===== config.mk =====
export PLATFORM = sky130hd
export DESIGN_NAME = fifo_rd_stream
export DESIGN_NICKNAME = d
export VERILOG_FILES = /design/src/rtl/fifo_rd_stream.sv
export SDC_FILE = /design/constraint.sdc
export NUM_CORES = 1
export LEC_CHECK = 0
export ABC_AREA = 1
export ABC_CLOCK_PERIOD_IN_PS = 1800
export BUFFER_PORTS_ARGS = -buffer_cell sky130_fd_sc_hd__buf_2
export CAP_MARGIN = 15
export CORE_MARGIN = 2
export CORE_UTILIZATION = 35
export DETAILED_ROUTE_END_ITERATION = 12
export SYNTH_ARGS = -nofsm -noshare
export SYNTH_HDL_FRONTEND = slang
export SYNTH_SLANG_ARGS = --single-unit

===== constraint.sdc =====
create_clock -name rclk -period 1.8 [get_ports rclk]
set_clock_uncertainty 0.15 [all_clocks]
set_input_delay 0.09 -clock rclk [delete_from_list [all_inputs] [get_ports rclk]]
set_output_delay 0.09 -clock rclk [all_outputs]
set_load 0.01 [all_outputs]

===== src/rtl/fifo_rd_stream.sv =====
// Async FIFO read-port drainer: pops into a 3-entry skid buffer
// and presents the data as a valid/ready stream with burst framing.
module fifo_rd_stream #(
  parameter int DATA_W    = 16,
  parameter int BURST_LEN = 4
) (
  input  logic              rclk,
  input  logic              rstn,
  input  logic              en,
  output logic              fifo_ren,
  input  logic [DATA_W-1:0] fifo_rdata,
  input  logic              fifo_rempty,
  output logic              m_valid,
  input  logic              m_ready,
  output logic [DATA_W-1:0] m_data,
  output logic              m_last,
  output logic [15:0]       beat_cnt,
  output logic              busy
);

  localparam int IDX_W =
    (BURST_LEN > 1) ? $clog2(BURST_LEN) : 1;
  localparam logic [IDX_W-1:0] IDX_MAX =
    IDX_W'(BURST_LEN - 1);

  logic [DATA_W-1:0] r_mem [3];
  logic [1:0]        r_rd_ptr;
  logic [1:0]        r_wr_ptr;
  logic [1:0]        r_occ;
  logic              r_inflight;
  logic [IDX_W-1:0]  r_beat_idx;
  logic [15:0]       r_beat_cnt;

  logic              w_pop;
  logic              w_cap;
  logic              w_xfer;
  logic [2:0]        w_credit;

  function automatic logic [1:0] f_next(
    input logic [1:0] p
  );
    return (p == 2'd2) ? 2'd0 : p + 2'd1;
  endfunction

  // Credit counts the in-flight pop, so m_ready never reaches fifo_ren.
  assign w_credit = {1'b0, r_occ}
                  + {2'b00, r_inflight};
  assign fifo_ren = rstn & en & ~fifo_rempty
                  & (w_credit < 3'd3);
  assign w_pop    = fifo_ren;
  assign w_cap    = r_inflight;

  assign m_valid  = (r_occ != 2'd0);
  assign w_xfer   = m_valid & m_ready;
  assign m_data   = m_valid ? r_mem[r_rd_ptr]
                            : '0;
  assign m_last   = m_valid
                  & (r_beat_idx == IDX_MAX);
  assign beat_cnt = r_beat_cnt;
  assign busy     = m_valid | r_inflight;

  always_ff @(posedge rclk or negedge rstn) begin
    if (!rstn) begin
      for (int i = 0; i < 3; i++)
        r_mem[i] <= '0;
      r_wr_ptr <= 2'd0;
    end else if (w_cap) begin
      r_mem[r_wr_ptr] <= fifo_rdata;
      r_wr_ptr        <= f_next(r_wr_ptr);
    end
  end

  always_ff @(posedge rclk or negedge rstn) begin
    if (!rstn) begin
      r_inflight <= 1'b0;
      r_occ      <= 2'd0;
    end else begin
      r_inflight <= w_pop;
      unique case (1'b1)
        (w_cap & ~w_xfer): r_occ <= r_occ + 2'd1;
        (~w_cap & w_xfer): r_occ <= r_occ - 2'd1;
        default:           r_occ <= r_occ;
      endcase
    end
  end

  always_ff @(posedge rclk or negedge rstn) begin
    if (!rstn) begin
      r_rd_ptr   <= 2'd0;
      r_beat_idx <= '0;
      r_beat_cnt <= 16'd0;
    end else if (w_xfer) begin
      r_rd_ptr   <= f_next(r_rd_ptr);
      r_beat_cnt <= r_beat_cnt + 16'd1;
      if (r_beat_idx == IDX_MAX)
        r_beat_idx <= '0;
      else
        r_beat_idx <= r_beat_idx + IDX_W'(1);
    end
  end

endmodule


==> reports/metrics.csv <==
metric,value,unit
cp_num_buf_inv,1,
synth_nets,447,
hold_ws,-0.223,ns
critPathRequiredTime,1.56,ns
grt_first_pass_wirelength,13200,um
max_stage_delay,0.39,ns
cts_buffer_depth,2,
vias,2988,
cp.arrival,1.63,ns
dp_cells,610,
violations,"negative hold slack, negative setup slack",
vdd_drop_max,0.000834,V
maxSlewViolCount,0,
post-route-drc-count,0,
drv_cap,0,
tns,-0.0824,ns
gp_congestion,0.787,
drt_wl_total,8000,um
vias_per_cell,4.55,
first_global_vias,2840,
grt_antenna_before_repair,0,
powerDensity,1690,mW/mm2
postCtsHoldBufs,18,
hold_path_class,in -> reg,
slew-limit-headroom,74.0,%
grt_max_degree,74,
grt.overflow.total,0,
htreeDepth,3,
dr.pass1.iters,4,
cts_root_buffer,clkbuf_8,
cts.sinks,73,
clkLatencyLatePin,0.35,ns
critical_path_class,reg -> out,
period_minus_slack,1.87,ns
syn_to_final_growth,35.3,%
finalSetupViolCount,3,
dieArea,0.0107,mm2
cp_max_fo,2,
yosysSeqAreaShare,53.0,%
startpoint_type,flop,
core_area,0.00968,mm2
fin_ws,-0.0654,ns
ios,57,
portBuffers,56,
netlist_area,0.00345,mm2
clock.fmax,0.536,GHz
final_cell_mix,"143 x nand2_1, 71 x dfrtp_1, 53 x o21ai_0, 53 x buf_2, 47 x inv_1",
outcome,"complete, but fails checks",
finalHoldViolCount,1,
path_clk_slew,0.08,ns
avgSynthCellArea,8.19,um2
ys_seq_elements,73,
ys_warn_count,0,
rsz0062_at_grt,yes,
final_nets,544,
initial_core_util,35.6,%
path_cells,ha_2 > ha_4 > a2111oi_4 > buf_2,
die_w,103,um
cpMaxStageDelayCell,dfrtp_1,
ant_nets,0,
cts_tree,done,
die_y,103,um
syn_inst,421,
layout-drive-gt1-share,26.8,%
period_share,104,%
tightest_slew,0.391,ns
finalPower,0.00789,W
post-dp-hpwl,5130,um
antenna_cells,0,
stdcell_count,656,
ys_types,26,
cp-end-kind,output port,
layout_commonest_cell,nand2_1,
rows,36,
wl_per_cell,12.2,um
grt.total_usage,16.1,%
drtIter0Drc,119,
numCtsBuffers,9,
crit_family,adder cells,
utilization,48.2,%
p_leak,2.48,nW
final timing paths:
path,startpoint,endpoint,slack (ns),cells after the start
worst max-delay path,r_inflight,fifo_ren,-0.07,4
worst min-delay path,fifo_rempty,r_inflight,-0.22,2
worst max register to register,r_occ[0],r_occ[1],0.12,7
worst min register to register,r_mem[6],r_mem[6],0.34,2
max in group asynchronous,rstn,r_rd_ptr[0],1.01,3
min in group asynchronous,rstn,r_occ[1],0.16,3
worst register-to-register path, delay by kind of cell (launching register included):
kind            cells  cell delay [ns]
simple gates        2             0.18
xor+xnor            1             0.15
flops               1             0.39
fa+ha+maj           1             0.29
buf+inv             1             0.16
compound gates      2             0.22
logic make-up (layout without fill, tap and decap cells):
kind of cell             Yosys count  in the layout  share of synthesized area [%]
AO/OA/AOI/OAI                     57             57                           8.45
buffers and inverters             67            169                           7.73
adder cells (fa/ha/maj)            5              5                           1.81
flip-flops                        73             73                           53.0
AND/OR/NAND/NOR                  207            207                           26.0
XOR/XNOR                          12             12                           3.05
registers in the layout (all words and copies together) (netlist names):
name        flops
r_inflight      1
r_mem          48
r_wr_ptr        2
r_rd_ptr        2
r_occ           2
r_beat_idx      2
beat_cnt       16
report_power, final:
group	switching, W	internal, W	total (W)
Clock	0.000641	0.000723	0.00136
Sequential	0.000501	0.00235	0.00286
Combinational	0.00197	0.00171	0.00367
metrics by stage:
step                      worst slack, ns  hold WS [ns]  instance area (um2)
after floorplan                    0.0788        -0.356                 3460
after global placement              0.106       0.00299                 3990
after detailed placement           0.0939       0.00598                 3990
after CTS                         -0.0880        -0.235                 4520
after global routing               -0.148        -0.242                 4670
final                             -0.0654        -0.223                 4670
what timing repair did:
action | in CTS | in global routing
endpoints found under the setup margin | 17 | 18
gates cloned | 1 | 2
hold endpoints to repair | 128 | 1
setup buffers | 8 | 2
pin swaps | 4 | 10
resized for setup | 11 | 31
layer usage:
layer / vias to the layer above / part of all wire [%] / track usage, %
li1: 1506 / - / -
met1: 1395 / 47 / 20.8
met2: 77 / 47 / 26.5
met3: 10 / 4.7 / 4.91
met4: 0 / 1.3 / 4.35
met5: - / 0 / 0
cell usage after synthesis, drive strengths merged:
master / count / area, um2
inv: 53 / 199
nand3: 24 / 125
nand2: 158 / 606
o21ai: 54 / 270
nand4: 3 / 33.8
nor3: 1 / 5.00
xnor2: 3 / 26.3
clkbuf: 9 / 33.8
o21a: 1 / 7.51
a2111oi: 1 / 8.76
nor2: 20 / 120
nand3b: 1 / 7.51
ha: 5 / 62.6
dfrtp: 73 / 1830
buf: 5 / 33.8
a21oi: 1 / 5.00
xor2: 9 / 78.8
final cells by class:
| cell class | count | area, um2 |
|---|---|---|
| timing repair buffer | 100 | 774 |
| inverter | 53 | 201 |
| multi-input combinational | 281 | 1480 |
| clock inverter | 5 | 62.6 |
| tap | 133 | 166 |
| sequential | 73 | 1830 |
| fill | 933 | 5020 |
| clock buffer | 11 | 151 |
Note: power is estimated with default switching activity, not from simulation.
